`src/rtl/led_chaser_pkg.sv`:
```
// led_chaser_pkg: shared encodings for the LED chaser.
// Holds the mode encoding and the bounce direction.
package led_chaser_pkg;

  typedef enum logic [1:0] {
    MODE_ROL    = 2'b00,
    MODE_ROR    = 2'b01,
    MODE_BOUNCE = 2'b10,
    MODE_HOLD   = 2'b11
  } mode_e;

  typedef enum logic {
    DIR_LEFT  = 1'b0,
    DIR_RIGHT = 1'b1
  } dir_e;

endpackage

```
`src/rtl/led_chaser_tick_gen.sv`:
```
// tick_gen: free-running prescaler for the LED chaser.
// It counts 0..DIV-1 while en is high and holds its count while en is low.
// The one-cycle req output is high while the count sits at DIV-1 with en high,
// so the owner of the pattern advances on the same edge at which the count wraps.
// clr zeroes the count and masks req, which lets a pattern load restart the period.
module tick_gen #(
  parameter int DIV = 12000000
) (
  input  logic clk,
  input  logic resetn,
  input  logic en,
  input  logic clr,
  output logic req
);

  localparam int CW = (DIV > 1) ? $clog2(DIV) : 1;
  localparam logic [CW-1:0] LAST = CW'(DIV - 1);

  logic [CW-1:0] count;

  // Prescaler count: cleared by reset or clr, wraps at DIV-1, frozen while en is low.
  always_ff @(posedge clk) begin
    if (!resetn || clr) begin
      count <= '0;
    end else if (en) begin
      if (count == LAST) begin
        count <= '0;
      end else begin
        count <= count + CW'(1);
      end
    end
  end

  assign req = en && !clr && (count == LAST);

endmodule

```
`src/rtl/led_chaser.sv`:
```
// led_chaser: parametrised LED pattern sequencer.
// The pattern advances on a prescaler request or a manual step pulse, in
// rotate-left, rotate-right, bounce or hold mode. A load replaces the pattern
// and restarts the prescaler period. tick strobes for one cycle per advance
// and heartbeat toggles on every advance.
// Optional feature macro: LED_CHASER_BOUNCE_EN enables bounce mode and the
// direction register; without it, bounce mode behaves as hold.
module led_chaser
  import led_chaser_pkg::*;
#(
  parameter int               WIDTH = 4,
  parameter int               DIV   = 12000000,
  parameter logic [WIDTH-1:0] INIT  = WIDTH'(4'b0101)
) (
  input  logic             clk,
  input  logic             resetn,
  input  logic             en,
  input  logic [1:0]       mode,
  input  logic             load,
  input  logic [WIDTH-1:0] load_pat,
  input  logic             step,
  output logic [WIDTH-1:0] led,
  output logic             tick,
  output logic             heartbeat
);

  logic             req;
  logic             advance;
  logic [WIDTH-1:0] rol_pat;
  logic [WIDTH-1:0] ror_pat;
  logic [WIDTH-1:0] next_led;
  mode_e            mode_sel;

`ifdef LED_CHASER_BOUNCE_EN
  dir_e dir;
  dir_e next_dir;
`endif

  tick_gen #(
    .DIV(DIV)
  ) u_tick_gen (
    .clk    (clk),
    .resetn (resetn),
    .en     (en),
    .clr    (load),
    .req    (req)
  );

  // A prescaler request and a step in the same cycle merge into one advance.
  assign advance = req | step;

  // Next pattern (and direction) for an advance, selected by the current mode.
  always_comb begin
    mode_sel = mode_e'(mode);
    rol_pat  = {led[WIDTH-2:0], led[WIDTH-1]};
    ror_pat  = {led[0], led[WIDTH-1:1]};
    next_led = led;
`ifdef LED_CHASER_BOUNCE_EN
    next_dir = dir;
`endif
    case (mode_sel)
      MODE_ROL: next_led = rol_pat;
      MODE_ROR: next_led = ror_pat;
`ifdef LED_CHASER_BOUNCE_EN
      MODE_BOUNCE: begin
        if (dir == DIR_LEFT && led[WIDTH-1]) begin
          next_dir = DIR_RIGHT;
          next_led = ror_pat;
        end else if (dir == DIR_RIGHT && led[0]) begin
          next_dir = DIR_LEFT;
          next_led = rol_pat;
        end else if (dir == DIR_LEFT) begin
          next_led = rol_pat;
        end else begin
          next_led = ror_pat;
        end
      end
`endif
      default: next_led = led;
    endcase
  end

  // Pattern, strobe and heartbeat registers: reset, then load, then advance.
  always_ff @(posedge clk) begin
    if (!resetn) begin
      led       <= INIT;
      tick      <= 1'b0;
      heartbeat <= 1'b0;
`ifdef LED_CHASER_BOUNCE_EN
      dir       <= DIR_LEFT;
`endif
    end else if (load) begin
      led       <= load_pat;
      tick      <= 1'b0;
`ifdef LED_CHASER_BOUNCE_EN
      dir       <= DIR_LEFT;
`endif
    end else if (advance) begin
      led       <= next_led;
      tick      <= 1'b1;
      heartbeat <= ~heartbeat;
`ifdef LED_CHASER_BOUNCE_EN
      dir       <= next_dir;
`endif
    end else begin
      tick      <= 1'b0;
    end
  end

endmodule

```
`config.mk`:
```
export PLATFORM = sky130hd
export DESIGN_NAME = led_chaser
export DESIGN_NICKNAME = d
export VERILOG_FILES = /design/src/rtl/led_chaser_pkg.sv /design/src/rtl/led_chaser_tick_gen.sv /design/src/rtl/led_chaser.sv
export SDC_FILE = /design/constraint.sdc
export NUM_CORES = 1
export LEC_CHECK = 0
export CORE_AREA = 10 10 65 67
export CTS_CLUSTER_DIAMETER = 80
export CTS_CLUSTER_SIZE = 25
export DETAILED_ROUTE_END_ITERATION = 10
export DIE_AREA = 0 0 75 77
export GPL_TIMING_DRIVEN = 0
export PLACE_DENSITY_LB_ADDON = 0.3
export SETUP_SLACK_MARGIN = 0.05
export SLEW_MARGIN = 10
export SYNTH_ARGS = -nofsm -noshare
export SYNTH_HDL_FRONTEND = slang
export SYNTH_SLANG_ARGS = --single-unit
```
`constraint.sdc`:
```
create_clock -name clk -period 2.25 [get_ports clk]
set_clock_uncertainty 0.1 [all_clocks]
set_input_delay 0.45 -clock clk [delete_from_list [all_inputs] [get_ports clk]]
set_output_delay 0.45 -clock clk [all_outputs]
set_load 0.1 [all_outputs]
```
Word-level counts from Yosys, hierarchy flattened --
Cells that the tools add are included.
Word-level totals: register bits 30, bits of input ports 11, logic and storage cells 27
Cells by class: add/sub/neg operators 1, eq/ne operators 2, muxes and demuxes 5, bitwise logic cells 4, reduce and logical (&&, ||, !) cells 11
Operators with widths (count):
- $add 24x1->24 const B | 1
- $eq 24x24->1 const B | 1
- $mux 24 | 1
- $mux 4 | 2
- $pmux 4 s2 | 1
- $reduce_and 2->1 | 2
- $not 1->1 | 3
- $reduce_bool 3->1 | 1
- $eq 2x1->1 const B | 1
- $logic_and 1x1->1 | 2
- $logic_not 1->1 | 2
- $logic_not 2->1 | 1
- $reduce_bool 2->1 | 1
- $reduce_or 2->1 | 1
- $logic_or 1x1->1 | 1
- $mux 1 | 1
- $or 1x1->1 | 1

Depth between registers and ports, before layout --
Gate-level depths: netlist (run 1).
word-level depth 6, mapped depth 6

Cells and area by module --
From an unflattened synthesis (run 1), not the netlist that was laid out.
Second synthesis, totals: cells, all modules 190, area total of the unflattened synthesis 1644.1 µm²
Modules (own cells, without submodules):
- tick_gen | instances 1, cells an instance 149, area each 1273.7 µm², sequential area each 480.5 µm²
- led_chaser | instances 1, cells an instance 41, area each 370.4 µm², sequential area each 120.1 µm²

Least setup slack after synthesis (run 1) --
Ideal clock, no wire load.
kind flip-flop to flip-flop, start register u_tick_gen.count[0], end register u_tick_gen.count[22], data arrival time 1.441 ns, data required time 2.080 ns, slack 0.639 ns, stages on the path, launching flop included 6, buffers on the path 0, period minus slack after synthesis 1.611 ns, path through dfxtp_1 > ha_1 > and3_1 > nand3_1 > or4_1 > a21oi_1
On the way: cells in the longest elaborated chain, start to end 2, elaborated cells between the ends (all ways) 3, classes of those cells 1 x add/sub; 1 x eq/ne; 1 x mux
Ends and longest elaborated chain:
- start, declared | RTL line led_chaser_tick_gen.sv:19 | logic [CW-1:0] count;
- start signal, assigned | RTL line led_chaser_tick_gen.sv:29 | count <= count + CW'(1);
- $add 24x1->24 or $eq 24x24->1 (tied branches) | RTL line led_chaser_tick_gen.sv:29, led_chaser_tick_gen.sv:26
- $mux 24 (*) | RTL line led_chaser_tick_gen.sv:26 | if (count == LAST) begin
Every way passes the cells marked *; elsewhere a longest branch is shown, timed or not. A chain may end at the register's enable or synchronous reset.

Worst setup path in the final report (run 1) --
start register heartbeat, end output heartbeat
RTL lines:
- start, declared | RTL line led_chaser.sv:24 | output logic heartbeat
- start signal, assigned | RTL line led_chaser.sv:101 | heartbeat <= ~heartbeat;
No word-level cell between the ends.

==> summary.txt, run 1 <==
Status
  • Status: complete, no violations

Clock tree
  • CTS Root Cell: clkbuf_4
  • Setup Fix Bufs, Post-CTS: 0
  • Reg clk slew, reported paths: 100 ps
  • CTS Buffer Depth: 2
  • Num CTS Buffers: 5
  • Total clock sinks: 30
  • CTS H-tree lvls: 2
  • Clock Latency Late Sink: 340 ps
  • CTS tree: yes

Detailed routing
  • 1st-iter DRT viols: 75
  • Routed WL: 3380 um
  • Vias per cell: 5.94
  • WL/cell: 14.4 um
  • Drt drc: 0
  • Drt pass-1 iters: 4
  • Final ANT Viol Nets: 0
  • Vias: 1396

Setup path
  • Worst EP required: 1700 ps
  • Cell family with the largest share of critical-path delay: buffers and inverters
  • CP Capture Type: primary output
  • Crit path largest cell delay: 860 ps
  • CP Max Fanout: 4
  • Setup Crit Path Kind: flip-flop to primary output
  • Critical Path Source Type: flip-flop
  • CP Buf/Inv Count: 1
  • Worst Path Arrival: 1580 ps
  • Slowest CP cell: clkdlybuf4s15_1
  • Worst-path cell chain: clkdlybuf4s15_1

Finish
  • # diodes: 0
  • Layout cells sized above 1: 10.4%
  • P&R area growth vs syn: 16.9%
  • Final #Nets: 213

Place
  • Hpwl dp: 2550 um
  • Dpl ws: -132 ps
  • RD Place Congestion: 0.811
  • IO buf count: 16

Pwr
  • Power Density: 586 nW/um^2
  • Leakage: 0.000599 uW
  • Worst VDD drop: 326 uV

Floorplan
  • Die height: 77 um
  • Die Width: 75 um
  • Core area: 2980 um^2
  • Initial Util: 51.8%
  • Die area: 5780 um^2
  • I/O pin cnt: 17
  • FP Rows: 20

Synthesis
  • Mean Syn Cell Area: 8.67 um^2
  • Seq/Total Area, Yosys: 38.9%
  • Post-Syn Area: 1540 um^2
  • Syn nets: 190
  • Yosys reg bits: 30
  • Ys Warns: 0
  • Synth unique cells: 37
  • Mapped Cells: 178

Timing
  • Rel. slew slack: 35.3%
  • Fmax: 0.469 GHz
  • Fin worst setup slack: 116 ps
  • Max-slew violations: 0
  • RSZ-0062 raised after global routing: true
  • Hold Vio Cnt, Final: 0
  • Setup TNS: 0 ps
  • Fin Hold WS: 389 ps
  • Worst-Margin Slew: 974 ps
  • Final setup violation count: 0
  • Final min period: 2130 ps
  • Tcrit/Tclk final: 94.8%

Global routing
  • First-pass GRT wire length: 6130 um
  • Vias in the first global route: 1346
  • Largest net degree at the start of global routing: 11
  • Grt total ovfl: 0
  • GRT Total Usage: 13.2%
  • Initial antenna violation count: 0

Run
  • Max Cap Viol: 0

Min path
  • Min-delay worst type: flip-flop to flip-flop
[what timing repair did]
action | CTS | global route
gates resized for setup | 6 | 5
hold buffers | 0 | 0
cloned | 0 | 0
setup endpoints to repair | 6 | 5
[cells by family (layout without fill, tap and decap cells)]
| group | Yosys count | after routing | share of synthesized area [%] |
|---|---|---|---|
| simple gates | 83 | 83 | 32.3 |
| compound gates | 36 | 36 | 13.4 |
| flops | 30 | 30 | 38.9 |
| xor+xnor | 11 | 11 | 6.24 |
| buf+inv | 9 | 33 | 2.92 |
| mux | 8 | 8 | 5.51 |
| fa+ha+maj | 1 | 1 | 0.810 |
[sequential cells by signal (all words and copies together) (netlist names)]
name / cells
heartbeat: 1
tick: 1
u_tick_gen.count: 24
led: 4
[per-stage QoR]
stage | std cells | power, uW | area (um^2) | utilization, %
floorplan | 178 | 678 | 1540 | -
global placement | 227 | 726 | 1750 | 58.6
detailed placement | 227 | 730 | 1750 | 58.6
CTS | 235 | 1070 | 1800 | 60.4
global route | 235 | 1110 | 1800 | 60.6
finish | 235 | 1060 | 1800 | 60.6
[where the power goes]
group / total (uW) / switching [uW] / internal, uW
clock: 345 / 194 / 151
combinational: 162 / 110 / 51.8
sequential: 551 / 9.36 / 542
total: 1060 / 313 / 745
[synth_stat cells, drive strengths merged]
cell / n / share of area (%)
or3: 9 / 3.6
nor4: 1 / 0.41
dfxtp: 30 / 39
o211ai: 6 / 2.9
a21oi: 14 / 4.5
buf: 5 / 1.9
nor2b: 3 / 1.2
a31oi: 1 / 0.41
nand3b: 1 / 0.49
nand4: 13 / 6.6
and4b: 1 / 0.65
and4: 5 / 3.0
or4b: 1 / 0.65
o31ai: 2 / 0.97
o21ai: 11 / 3.6
and3: 3 / 1.3
nand3: 7 / 2.3
nor4b: 2 / 1.1
or4: 2 / 0.97
inv: 2 / 0.49
or2: 1 / 0.41
nor2: 13 / 3.2
xor2: 7 / 4.0
xnor2: 4 / 2.3
clkbuf: 2 / 0.49
ha: 1 / 0.81
nand2b: 7 / 2.8
nand2: 13 / 3.2
mux2: 4 / 2.9
nor3: 1 / 0.32
mux2i: 4 / 2.6
o21a: 2 / 0.97
[final cells by class]
| class | instances | area, um^2 |
|---|---|---|
| fillers | 259 | 1170 |
| multi-input cells | 139 | 898 |
| flip-flops and latches | 30 | 601 |
| repair buffers | 16 | 159 |
| clock buffers | 7 | 55.1 |
| well taps | 33 | 41.3 |
| plain buffers | 7 | 37.5 |
| inverters | 2 | 7.51 |
| clock inverters | 1 | 5.00 |
[worst paths after layout]
kind / startpoint / to / slack [ps] / depth (start not counted)
hold / removal: u_tick_gen.count[23] / u_tick_gen.count[23] / 390 / 2
setup reg to reg: u_tick_gen.count[0] / u_tick_gen.count[22] / 370 / 5
setup / recovery: heartbeat / heartbeat / 120 / 1
hold reg to reg: u_tick_gen.count[23] / u_tick_gen.count[23] / 390 / 2
[routing by layer]
layer	wire, um	vias up	track usage [%]
li1	-	702	-
met1	1530	663	16.3
met2	1610	27	19.7
met3	190	4	5.66
met4	45	0	4.73
met5	0	-	0
[cells in the final DEF (no fill, tap or decap), types with 2 or more instances in the layout]
| cell type | count |
|---|---|
| dfxtp_1 | 30 |
| a21oi_1 | 14 |
| nand2_1 | 13 |
| nor2_1 | 13 |
| nand4_1 | 11 |
| o21ai_0 | 11 |
| clkdlybuf4s50_1 | 10 |
| or3_1 | 9 |
| nand2b_1 | 7 |
| nand3_1 | 7 |
| xor2_1 | 7 |
| o211ai_1 | 6 |
| clkbuf_4 | 5 |
| clkdlybuf4s15_1 | 5 |
| mux2i_1 | 4 |
| and4_1 | 4 |
| mux2_2 | 4 |
| xnor2_1 | 4 |
| clkbuf_1 | 3 |
| nor2b_1 | 3 |
| buf_2 | 3 |
| nor4b_1 | 2 |
| inv_1 | 2 |
| buf_4 | 2 |
| and3_1 | 2 |
| o21a_1 | 2 |
| o31ai_1 | 2 |
| or4_1 | 2 |
Power figures use the tool's default switching activity.
==> inputs of run 2 (changes only) <==
Settings changed: HOLD_SLACK_MARGIN set to 0.08.
==> results of run 2 <==
No change in the layout: final DEF, timing and power equal those of run 1.
==> inputs of run 3 (changes only) <==
Settings changed: CORE_AREA 10 10 65 67 to 10 10 78 80, DIE_AREA 0 0 75 77 to 0 0 88 90.
Clock period 2.25 ns to 2.45 ns, I/O delays scaled along.
==> summary.txt, run 3 (synthesis gave the netlist of run 1 again) <==
Global routing
  • GRT met2 Usage: 13.4%
  • GRT Total Usage: 9.04%
  • Largest net degree at the start of global routing: 11
  • First-pass GRT wire length: 5900 um
  • Layer with the highest usage: met2
  • Met1 usage: 11.0%
  • Vias in the first global route: 1308
  • Grt total ovfl: 0
  • GRT met3 Usage: 3.16%
  • Initial antenna violation count: 0

Timing
  • Fin worst setup slack: 140 ps
  • Fmax: 0.433 GHz
  • Worst-Margin Slew: 968 ps
  • Final setup violation count: 0
  • Final min period: 2310 ps
  • Max-slew violations: 0
  • Setup TNS: 0 ps
  • Hold Vio Cnt, Final: 0
  • Tcrit/Tclk final: 94.3%
  • RSZ-0062 raised after global routing: false
  • Rel. slew slack: 35.2%

Pwr
  • Total design power: 1070 uW
  • Power Density: 575 nW/um^2
  • Leakage: 0.000613 uW
  • Worst VDD drop: 323 uV

Setup path
  • Worst Path Arrival: 1720 ps
  • Crit path from: tick
  • CP Capture Type: primary output
  • Worst EP required: 1860 ps
  • Crit path largest cell delay: 1130 ps
  • Reg-to-reg setup timing slack: 570 ps
  • FF-to-FF End: u_tick_gen.count[22]
  • Setup Crit Path Kind: flip-flop to primary output
  • CP Buf/Inv Count: 1
  • Critical Path Source Type: flip-flop
  • Reg2Reg Depth: 5
  • Cell family with the largest share of critical-path delay: buffers and inverters
  • Worst-path cell chain: clkdlybuf4s50_1
  • Slowest CP cell: clkdlybuf4s50_1
  • CP Max Fanout: 1
  • Worst r2r src: u_tick_gen.count[0]
  • Crit. path cell count: 1
  • Worst setup path endpoint: tick

Finish
  • Top flop regs: u_tick_gen.count: 24 flops, led: 4 flops
  • Layout cells sized above 1: 10.4%
  • Max reg flops: 24
  • Fin area: 1860 um^2
  • # diodes: 0
  • P&R area growth vs syn: 20.3%
  • Post-Route Utilization: 40.4%
  • Biggest register: u_tick_gen.count
  • Final #Nets: 213
  • Most common cell after layout, fill and taps aside: dfxtp_1
  • Most frequent cells in the layout: dfxtp_1 (30), a21oi_1 (14), nand2_1 (13), nor2_1 (13)

Clock tree
  • Reg clk slew, reported paths: 70 ps
  • Hold buffer count at CTS: 0
  • Clock Latency Late Sink: 280 ps
  • Total clock sinks: 30
  • Num CTS Buffers: 5
  • CTS Root Cell: clkbuf_8
  • CTS H-tree lvls: 2
  • CTS Buffer Depth: 2
  • Setup Fix Bufs, Post-CTS: 0
  • CTS tree: yes

Floorplan
  • Core area: 4600 um^2
  • Initial Util: 33.6%
  • Die Width: 88 um
  • Die height: 90 um
  • I/O pin cnt: 17
  • Die area: 7920 um^2
  • FP Rows: 25

Detailed routing
  • Drt drc: 0
  • Vias: 1348
  • Drt pass-1 iters: 4
  • WL/cell: 13.2 um
  • Final ANT Viol Nets: 0
  • Vias per cell: 5.27
  • 1st-iter DRT viols: 56
  • Routed WL: 3390 um

Place
  • IO buf count: 16
  • Area post-placement: 1770 um^2
  • RD Place Congestion: 0.753
  • Hpwl dp: 2410 um
  • Dpl ws: 68.2 ps

Run
  • Max Cap Viol: 0

Min path
  • Min-delay worst type: flip-flop to flip-flop

Status
  • Status: complete, no violations
[run 3: cell types whose count changed in the layout (fill, tap and decap cells not counted)]
cell             delta
dlygate4sd2_1       +4
clkdlybuf4s15_1     -5
clkbuf_4            -5
clkdlybuf4s50_1     +1
clkbuf_8            +5
[run 3: worst min path at each step]
stage,from,cells past startpoint,slack [ps],endpoint
6_report,u_tick_gen.count[23],2,380,u_tick_gen.count[23]
2_1_floorplan,u_tick_gen.count[23],2,350,u_tick_gen.count[23]
4_1_cts,u_tick_gen.count[23],2,380,u_tick_gen.count[23]
3_3_place_gp,u_tick_gen.count[23],2,370,u_tick_gen.count[23]
5_1_grt,u_tick_gen.count[1],2,420,u_tick_gen.count[1]
3_5_place_dp,u_tick_gen.count[23],2,360,u_tick_gen.count[23]
[run 3: repair_timing]
action | 4_1_cts | 5_1_grt
endpoints found under the hold margin | 0 | 0
setup endpoints to repair | 5 | 0
gates resized for setup | 5 | 0
[run 3: metal layers]
metal | up-vias | part of all wire [%]
met5 | - | 0
met4 | 0 | 2.4
met3 | 7 | 4.3
met2 | 19 | 45
met1 | 619 | 48
li1 | 703 | -
[run 3: layout make-up]
type                       instances  area, um^2
buffer                             7        37.5
clock buffer                       7        86.3
clock inverter                     1        5.00
fill                             480        2740
inverter                           2        7.51
multi-input combinational        139         898
sequential                        30         601
tap                               54        67.6
timing repair buffer              16         154
[run 3: worst register-to-register path, delay by kind of cell (launching register included)]
| kind | cells | cell delay (ps) |
|---|---|---|
| AO/OA/AOI/OAI | 1 | 150 |
| flip-flops | 1 | 380 |
| AND/OR/NAND/NOR | 3 | 960 |
| adder cells (fa/ha/maj) | 1 | 230 |
[run 3: through the flow]
| stage | hold WS (ps) | std cells |
|---|---|---|
| floorplan | 347 | 178 |
| global placement | 368 | 248 |
| detailed placement | 365 | 248 |
| CTS | 382 | 256 |
| global route | 418 | 256 |
| finish | 384 | 256 |
[run 3: power by group]
part	switching (uW)	internal, uW	total, uW
combinational	99.1	46.1	145
clock	190	226	416
sequential	8.47	498	506
total	298	770	1070
